## src/rtl/uctl_pkg.sv

```systemverilog
// rtl/uctl_pkg.sv - shared FSM state, region codes and timeout default for the command interface decoder
package uctl_pkg;

  localparam logic [7:0] TMO_MAX_DEFAULT = 8'd255;

  typedef enum logic [2:0] {
    ST_IDLE       = 3'd0,
    ST_ARMED      = 3'd1,
    ST_REG_BEAT   = 3'd2,
    ST_MEM_REQ    = 3'd3,
    ST_MEM_RDWAIT = 3'd4,
    ST_ACK        = 3'd5
  } state_e;

  typedef enum logic [1:0] {
    RGN_REG      = 2'd0,
    RGN_MEM      = 2'd1,
    RGN_UNMAPPED = 2'd2
  } region_e;

  // Upper address bits pick the target: page 0 is the register bank, page 1 the buffer.
  function automatic region_e decode_region(input logic [19:0] addr_hi);
    if (addr_hi == 20'd0)
      return RGN_REG;
    else if (addr_hi == 20'd1)
      return RGN_MEM;
    else
      return RGN_UNMAPPED;
  endfunction

endpackage

```

## src/rtl/uctl_cmdif_decode.sv

```systemverilog
// rtl/uctl_cmdif_decode.sv - command interface decoder routing data beats to register bank or buffer
module uctl_cmdif_decode
  import uctl_pkg::*;
#(
  parameter logic [7:0] TMO_MAX = TMO_MAX_DEFAULT
) (
  input  logic        hClk,
  input  logic        hReset_n,
  input  logic        swRst,
  input  logic        cmdIf_trEn,
  input  logic        cmdIf_req,
  input  logic        cmdIf_wrRd,
  input  logic [31:0] cmdIf_addr,
  output logic        cmdIf_ack,
  input  logic        cmdIf_wrData_req,
  input  logic [31:0] cmdIf_wrData,
  output logic        cmdIf_wrData_ack,
  input  logic        cmdIf_rdData_req,
  output logic [31:0] cmdIf_rdData,
  output logic        cmdIf_rdData_ack,
  output logic        reg_wrEn,
  output logic        reg_rdEn,
  output logic [9:0]  reg_addr,
  output logic [31:0] reg_wrData,
  input  logic [31:0] reg_rdData,
  output logic        mem_req,
  output logic        mem_wr,
  output logic [9:0]  mem_addr,
  output logic [31:0] mem_wrData,
  input  logic        mem_gnt,
  input  logic        mem_rdVld,
  input  logic [31:0] mem_rdData,
  output logic        err_unmapped,
  output logic        err_tmo
);

  // All state and registered outputs live in one struct so both resets clear it in one go.
  typedef struct packed {
    state_e      state;
    region_e     region;
    logic        wr;
    logic [9:0]  waddr;
    logic        drain;
    logic [7:0]  cnt;
    logic        cmd_ack;
    logic        wr_ack;
    logic        rd_ack;
    logic [31:0] rd_data;
    logic        reg_wr_en;
    logic        reg_rd_en;
    logic [9:0]  reg_addr;
    logic [31:0] reg_wr_data;
    logic        mem_req;
    logic        mem_wr;
    logic [9:0]  mem_addr;
    logic [31:0] mem_wr_data;
    logic        err_unmapped;
    logic        err_tmo;
  } ctl_t;

  ctl_t        r;
  logic        beat_req;
  logic        drain_now;
  logic [7:0]  cnt_inc;
  logic [9:0]  waddr_inc;
  logic        unused_addr_lsb;

  // Only the data request matching the latched direction counts as a beat.
  assign beat_req        = r.wr ? cmdIf_wrData_req : cmdIf_rdData_req;
  assign drain_now       = r.drain | ~cmdIf_trEn;
  assign cnt_inc         = r.cnt + 8'd1;
  assign waddr_inc       = r.waddr + 10'd1;
  assign unused_addr_lsb = ^cmdIf_addr[1:0];

  // Command FSM with registered strobes, acks and datapath.
  always_ff @(posedge hClk or negedge hReset_n) begin
    if (!hReset_n) begin
      r <= '0;
    end else if (swRst) begin
      r <= '0;
    end else begin
      r.cmd_ack      <= 1'b0;
      r.wr_ack       <= 1'b0;
      r.rd_ack       <= 1'b0;
      r.reg_wr_en    <= 1'b0;
      r.reg_rd_en    <= 1'b0;
      r.err_unmapped <= 1'b0;
      r.err_tmo      <= 1'b0;
      case (r.state)
        ST_IDLE: begin
          if (cmdIf_req && cmdIf_trEn) begin
            r.waddr   <= cmdIf_addr[11:2];
            r.wr      <= cmdIf_wrRd;
            r.region  <= decode_region(cmdIf_addr[31:12]);
            r.cmd_ack <= 1'b1;
            r.state   <= ST_ARMED;
          end
        end
        ST_ARMED, ST_ACK: begin
          if (!cmdIf_trEn) begin
            r.state <= ST_IDLE;
          end else if (beat_req) begin
            case (r.region)
              RGN_REG: begin
                r.reg_addr <= r.waddr;
                if (r.wr) begin
                  r.reg_wr_en   <= 1'b1;
                  r.reg_wr_data <= cmdIf_wrData;
                  r.wr_ack      <= 1'b1;
                  r.waddr       <= waddr_inc;
                  r.state       <= ST_ACK;
                end else begin
                  r.reg_rd_en <= 1'b1;
                  r.state     <= ST_REG_BEAT;
                end
              end
              RGN_MEM: begin
                r.mem_req     <= 1'b1;
                r.mem_wr      <= r.wr;
                r.mem_addr    <= r.waddr;
                r.mem_wr_data <= cmdIf_wrData;
                r.cnt         <= 8'd0;
                r.drain       <= 1'b0;
                r.state       <= ST_MEM_REQ;
              end
              default: begin
                // Unmapped beats complete immediately: writes dropped, reads return zero.
                r.err_unmapped <= 1'b1;
                r.waddr        <= waddr_inc;
                r.state        <= ST_ACK;
                if (r.wr) begin
                  r.wr_ack <= 1'b1;
                end else begin
                  r.rd_ack  <= 1'b1;
                  r.rd_data <= 32'h0;
                end
              end
            endcase
          end else if (cmdIf_req) begin
            r.waddr   <= cmdIf_addr[11:2];
            r.wr      <= cmdIf_wrRd;
            r.region  <= decode_region(cmdIf_addr[31:12]);
            r.cmd_ack <= 1'b1;
            r.state   <= ST_ARMED;
          end else begin
            r.state <= ST_ARMED;
          end
        end
        ST_REG_BEAT: begin
          r.rd_data <= reg_rdData;
          r.rd_ack  <= 1'b1;
          r.waddr   <= waddr_inc;
          r.state   <= ST_ACK;
        end
        ST_MEM_REQ: begin
          if (mem_gnt) begin
            r.mem_req <= 1'b0;
            r.cnt     <= cnt_inc;
            if (r.mem_wr) begin
              if (cmdIf_trEn) begin
                r.wr_ack <= 1'b1;
                r.waddr  <= waddr_inc;
                r.state  <= ST_ACK;
              end else begin
                r.state <= ST_IDLE;
              end
            end else begin
              r.drain <= ~cmdIf_trEn;
              r.state <= ST_MEM_RDWAIT;
            end
          end else if (!cmdIf_trEn) begin
            r.mem_req <= 1'b0;
            r.state   <= ST_IDLE;
          end else if (cnt_inc == TMO_MAX) begin
            r.mem_req <= 1'b0;
            r.err_tmo <= 1'b1;
            r.waddr   <= waddr_inc;
            r.state   <= ST_ACK;
            if (r.mem_wr) begin
              r.wr_ack <= 1'b1;
            end else begin
              r.rd_ack  <= 1'b1;
              r.rd_data <= 32'h0;
            end
          end else begin
            r.cnt <= cnt_inc;
          end
        end
        ST_MEM_RDWAIT: begin
          // Once the transfer is abandoned the read still has to land before going idle.
          if (!cmdIf_trEn)
            r.drain <= 1'b1;
          if (mem_rdVld) begin
            if (drain_now) begin
              r.state <= ST_IDLE;
            end else begin
              r.rd_data <= mem_rdData;
              r.rd_ack  <= 1'b1;
              r.waddr   <= waddr_inc;
              r.state   <= ST_ACK;
            end
          end else if (cnt_inc == TMO_MAX) begin
            if (drain_now) begin
              r.state <= ST_IDLE;
            end else begin
              r.err_tmo <= 1'b1;
              r.rd_ack  <= 1'b1;
              r.rd_data <= 32'h0;
              r.waddr   <= waddr_inc;
              r.state   <= ST_ACK;
            end
          end else begin
            r.cnt <= cnt_inc;
          end
        end
        default: begin
          r.state <= ST_IDLE;
        end
      endcase
    end
  end

  assign cmdIf_ack        = r.cmd_ack;
  assign cmdIf_wrData_ack = r.wr_ack;
  assign cmdIf_rdData_ack = r.rd_ack;
  assign cmdIf_rdData     = r.rd_data;
  assign reg_wrEn         = r.reg_wr_en;
  assign reg_rdEn         = r.reg_rd_en;
  assign reg_addr         = r.reg_addr;
  assign reg_wrData       = r.reg_wr_data;
  assign mem_req          = r.mem_req;
  assign mem_wr           = r.mem_wr;
  assign mem_addr         = r.mem_addr;
  assign mem_wrData       = r.mem_wr_data;
  assign err_unmapped     = r.err_unmapped;
  assign err_tmo          = r.err_tmo;

endmodule
```

## config.mk

```make
export PLATFORM = sky130hd
export DESIGN_NAME = uctl_cmdif_decode
export DESIGN_NICKNAME = d
export VERILOG_FILES = /design/src/rtl/uctl_pkg.sv /design/src/rtl/uctl_cmdif_decode.sv
export SDC_FILE = /design/constraint.sdc
export NUM_CORES = 1
export LEC_CHECK = 0
export ABC_AREA = 1
export CAP_MARGIN = 10
export CELL_PAD_IN_SITES_DETAIL_PLACEMENT = 0
export CELL_PAD_IN_SITES_GLOBAL_PLACEMENT = 2
export CORE_MARGIN = 3
export CORE_UTILIZATION = 29
export DETAILED_ROUTE_END_ITERATION = 7
export GPL_TIMING_DRIVEN = 0
export PLACE_DENSITY = 0.91
export SLEW_MARGIN = 10
export SYNTH_ARGS = -nofsm -noshare
export SYNTH_HDL_FRONTEND = slang
export SYNTH_SLANG_ARGS = --single-unit
```

## constraint.sdc

```tcl
create_clock -name hClk -period 2.8 [get_ports hClk]
set_clock_uncertainty 0.1 [all_clocks]
set_input_delay 0.42 -clock hClk [delete_from_list [all_inputs] [get_ports hClk]]
set_output_delay 0.42 -clock hClk [all_outputs]
set_load 0.02 [all_outputs]
```

**After elaboration in Yosys (flattened, before gate mapping)**

Cells that the tools add are included.

- Equality and inequality tests: 33
- Reductions and logical operators: 27
- Add/sub/neg operators: 2
- Bitwise operators: 2
- Muxes and demuxes: 85

Operators with widths:

| kind | count |
|---|---|
| 33-bit 2-to-1 mux | 8 |
| 44-bit 2-to-1 mux | 4 |
| 150-bit 2-to-1 mux | 1 |
| 146-bit 2-to-1 mux | 1 |
| 33-bit one-hot mux with 4 select lines | 1 |
| 123-bit 2-to-1 mux | 1 |
| 10-bit 2-to-1 mux | 10 |
| 34-bit 2-to-1 mux | 2 |
| 10-bit one-hot mux with 5 select lines | 1 |
| 3-bit inequality test (second input constant) | 15 |
| 3-bit 2-to-1 mux | 12 |
| 32-bit 2-to-1 mux | 1 |
| 8-bit 2-to-1 mux | 4 |
| 4-bit inequality test (second input constant) | 7 |
| 9-bit one-hot mux with 3 select lines | 1 |
| 1-bit 2-to-1 mux | 24 |
| 11-bit AND reduction | 2 |
| 20-bit by 1-bit == test with 1-bit output (second input constant) | 1 |
| 20-bit zero test | 1 |
| 10-bit one-hot mux with 2 select lines | 1 |
| 9-bit 2-to-1 mux | 2 |
| 16-bit 2-to-1 mux | 1 |
| 3-bit one-hot mux with 5 select lines | 1 |
| 5-bit AND reduction | 3 |
| other kinds (28) | 44 |

- Register bits after elaboration: 150
- Output and inout port bits: 125
- Bits of input ports: 138
- Logic and storage cells: 169

**Logic depth before layout (Yosys ltp)**

- Depth after elaboration: 8
- Gate-level depth with buffers: 15
- Mapped depth without buffers: 15

**Worst setup path before layout**

No wires, ideal clock.

- Path kind: reg2reg
- Start: reg r[125] in the netlist's numbering
- End: reg r[134] in the netlist's numbering
- Setup slack: 0.870 ns
- Arrival: 1.709 ns
- Path buffers: 1
- Period minus slack after synthesis: 1.930 ns
- Setup time: 0.121 ns
- Cell stages (with the launch flop): 15
- Cells stage by stage: dfrtp_1 > ha_1 > nand2_1 > inv_1 > nand2_1 > nand2_1 > nor2_1 > nand2_1 > nor2_2 > nand2_2 > nand3_4 > nand2_1 > buf_6 > o21bai_1 > nand2_1

- Word-level cells in the longest chain between the ends: 4
- Elaborated cells between the ends (all ways): 5

RTL lines:

| element | RTL line | source |
|---|---|---|
| start: declaration | uctl_cmdif_decode.sv:61 | `ctl_t r;` |
| 8-bit by 1-bit adder with 8-bit output * | uctl_cmdif_decode.sv:71 | `assign cnt_inc = r.cnt + 8'd1;` |
| 8-bit == test * | uctl_cmdif_decode.sv:174, uctl_cmdif_decode.sv:202 |  |
| 4-bit inequality test (no line) | -- |  |
| 11-bit AND reduction (no line) * | -- |  |

Mark *: on every way between the ends. The rest lies on a longest branch, timed or not.
A chain may end at the register's enable or synchronous reset.

**Worst setup path after layout**

- Start: reg r[125] in the netlist's numbering
- End: reg r, in the netlist cmdIf_rdData[16]

- Word-level cells in the longest chain between the ends: 4
- Elaborated cells between the ends (all ways): 5

RTL lines:

| element | RTL line |
|---|---|
| 8-bit by 1-bit adder with 8-bit output * | uctl_cmdif_decode.sv:71 |
| 8-bit == test * | uctl_cmdif_decode.sv:174, uctl_cmdif_decode.sv:202 |
| 4-bit inequality test (no line) / 3-bit inequality test (equally long branches) | -- |
| 11-bit AND reduction (no line) * | -- |

Marks and branches as above.

==> results.py <==
metrics = {
    "run_status": {
        "status": "finished clean",
    },
    "placement": {
        "dp.cells": 1680,
        "portBuffers": 258,
        "place_congestion": 0.8411,
        "preCtsSetupSlack_ns": 0.05696,
        "dp_hpwl_um": 20420,
    },
    "floorplan": {
        "coreArea_um2": 28240,
        "die_y_um": 176.7,
        "rows": 61,
        "start_util_pct": 29.92,
        "die_x_um": 176.7,
        "die_area_um2": 31220,
        "boundaryPins": 263,
    },
    "power": {
        "fin_total_pwr_w": 0.005611,
        "comb_power_share_pct": 19.0,
        "vdd_drop_max_mv": 0.3361,
        "p_clk_share_pct": 39.5,
        "p_leak_nw": 5.479,
        "p_int_w": 0.003889,
        "power.switching_w": 0.001722,
        "p_sw_share_pct": 30.69,
        "power_frac_seq_pct": 41.4,
        "power_density_nw_per_um2": 463.3,
    },
    "job": {
        "maxCapViolations": 0,
    },
    "sta": {
        "setup_ws_ns": 0.4797,
        "rsz0062_at_grt": "false",
        "setup_violations": 0,
        "drv_slew": 0,
        "post-route-period-util_pct": 82.87,
        "fin_crit_ns": 2.320,
        "timing.slew.headroom_pct": 45.93,
        "hold_violations": 0,
        "worst_pin_slew_ns": 0.8057,
        "max_freq_mhz": 431.0,
        "hold_ws_ns": 0.2902,
    },
    "worst_setup_path": {
        "reg2reg_setup_slack_ns": 0.48,
        "path_max_fanout": 10,
        "crit_required_ns": 3.00,
        "crit_slowest_cell": "dfrtp_1",
        "rr_worst_depth": 14,
        "critical_path.max_stage_delay_ns": 0.42,
        "critPathMostFrequentCell": "nand2_1",
        "crit_arrival_ns": 2.52,
        "start_kind": "register",
        "rr_endpoint": "cmdIf_rdData[16]$_DFFE_PN0P_",
        "crit_chain": "ha_1 -> nand2_1 -> inv_1 -> nand2_1 -> nand2_1 -> nor2_1 -> nand2_1 -> nor2_2 -> nand2_2 -> nand3_4 -> nand3_2 -> buf_6 -> nand2_1 -> nand2_1",
        "timing.rr.start": "r[125]$_DFFE_PN0P_",
        "path_class": "reg -> reg",
        "critPathCaptureType": "register",
    },
    "cells_and_area": {
        "antennaDiodeCount": 0,
        "stdcell_count": 1713,
        "drive_gt1_share_pct": 17.75,
        "area_growth_pct": 43.35,
        "mostFrequentLayoutCell": "nand2_1",
        "num-nets-final": 1463,
        "final_cell_mix": "nand2_1 (336), clkdlybuf4s50_1 (257), dfrtp_1 (150)",
    },
    "synth": {
        "synth_area_leader_cell": "dfrtp_1",
        "ys_seq_elements": 150,
        "synth.area.top_cells": "dfrtp_1 (44%), nand2_1 (15%), buf_4 (11%)",
        "synth_top_cell_area_share_pct": 44.43,
        "syn_avg_cell_area_um2": 8.100,
        "ys_seq_area_share_pct": 44.43,
        "synth_edf_count": 0,
        "synthesis.area_um2": 8448,
        "syn_inst": 1043,
        "synthDistinctLibCells": 39,
        "synthArstFlopShare_pct": 100.0,
        "syn_nets": 1184,
        "ys_warn_count": 0,
        "synth_top_flop_cell": "dfrtp_1",
    },
    "route": {
        "wl_um": 26520,
        "post_drt_wl_per_cell_um": 15.48,
        "drcViolationCount": 0,
        "antenna_left": 0,
        "firstDrtPassIters": 5,
        "first_iter_violations": 373,
        "routed_via_density": 4.445,
        "route.vias.total": 7614,
    },
    "global_routing": {
        "grt.busiest_layer": "met2",
        "overflow": 0,
        "grt_pass1_vias": 7440,
        "use_met3_pct": 2.638,
        "grt_max_degree": 85,
        "grt_pass1_wl_um": 41260,
        "grt_use_total_pct": 16.82,
        "met2_usage_pct": 28.25,
        "antenna_found_initial": 0,
        "grt.met1_usage_pct": 22.31,
    },
    "clocking": {
        "root_buffer": "clkbuf_16",
        "cts_setup_buffers": 0,
        "cts_resized": 0,
        "cts_max_level": 4,
        "cts_made_buffers": 17,
        "cts.sinks": 150,
        "clk_latency_ns": 0.42,
        "cts.clk_slew.worst_paths_ns": 0.07,
        "clockBufferDepth": 2,
        "cts_tree": "yes",
    },
    "min_path": {
        "hold_class": "in -> reg",
        "min_from": "swRst",
        "holdPathStages": 4,
        "holdPathEnd": "r[137]$_DFFE_PN0P_",
    },
}
-- metrics by stage --
| step | util (%) | TNS (ns) | instance area (um^2) |
|---|---|---|---|
| final | 42.88 | 0 | 12110 |
| after detailed placement | 40.85 | 0 | 11540 |
| after global routing | 42.88 | 0 | 12110 |
| after global placement | 40.74 | -781.69 | 11500 |
| after CTS | 42.88 | 0 | 12110 |
| after floorplan | - | 0 | 8448 |
-- synthesized netlist by cell type, types with 2 or more instances --
cell      count
o31ai_1      20
dfrtp_1     150
a21oi_2       2
o21ai_0      86
o22ai_1       2
nor2_1       39
inv_2        11
nor4_1        3
buf_6         7
a31oi_1       2
nand2_2       6
nor3_1        6
clkbuf_1     20
nand3_2       2
nand2_1     336
a21oi_1      19
buf_2        12
nand3b_1      2
nor2_2        4
buf_4       120
o22ai_2      30
nor2_4        3
o21bai_1     10
xor2_1        2
nand3_1      38
nand4_1      17
o21ai_1       7
ha_1          3
inv_1        74
-- sequential cells by signal, summed over array words and instances (netlist names) --
signal / cells
cmdIf_wrData_ack: 1
cmdIf_ack: 1
err_tmo: 1
mem_wrData: 32
reg_wrEn: 1
reg_wrData: 32
cmdIf_rdData: 32
r: 25
mem_wr: 1
reg_rdEn: 1
cmdIf_rdData_ack: 1
mem_addr: 10
reg_addr: 10
err_unmapped: 1
mem_req: 1
-- worst max-delay path by stage --
stage,startpoint,endpoint,depth (start not counted)
4_1_cts,r[125]$_DFFE_PN0P_,cmdIf_rdData[27]$_DFFE_PN0P_,14
3_3_place_gp,hReset_n,r[130]$_DFFE_PN0P_,1
2_1_floorplan,r[125]$_DFFE_PN0P_,r[134]$_DFFE_PN0P_,14
3_5_place_dp,cmdIf_trEn,reg_wrData[24]$_DFFE_PN0P_,10
6_report,r[125]$_DFFE_PN0P_,cmdIf_rdData[16]$_DFFE_PN0P_,14
5_1_grt,r[125]$_DFFE_PN0P_,cmdIf_rdData[13]$_DFFE_PN0P_,14
-- repair_timing --
action,CTS,global route
hold buffers,1,0
hold endpoints to repair,66,0
setup endpoints to repair,0,0
-- worst max-delay path, delay by kind of cell, from the launching register on --
kind                       cells  cell delay [ns]
and+or+nand+nor               11             1.17
DFF                            1             0.42
buffers and inverters          2             0.26
adders and majority gates      1             0.24
-- final cells by class --
type                    instances  area (um^2)
inverters                      85        319.1
flip-flops and latches        150         3754
multi-input cells             648         3257
clock buffers                  18        429.2
repair buffers                260         2625
fillers                      2922        16130
clock inverters                14        135.1
well taps                     378        473.0
plain buffers                 160         1119
-- cell families after synthesis --
logic type	synth area share, %
xor gates and xnor gates	0.3111
buffers and inverters	17.02
adders and majority gates	0.4444
DFF	44.43
AOI/OAI and AO/OA	14.83
and+or+nand+nor	22.97
-- metal layers --
layer  wire length [um]  vias to the layer above
met4                577                        0
met3               1196                       30
met5                  0                        -
met1              11760                     3562
met2              12990                      205
li1                   -                     3817
-- power by group through the flow --
stage,Combinational (W),Clock (W),Sequential [W]
final,0.00107,0.00222,0.00233
after global routing,0.00118,0.00239,0.00234
after CTS,0.00108,0.00230,0.00232
after detailed placement,0.00108,0,0.00236
after global placement,0.00107,0,0.00236
after floorplan,0.000579,0,0.00235
No activity file was read; power rests on OpenSTA's default activity.
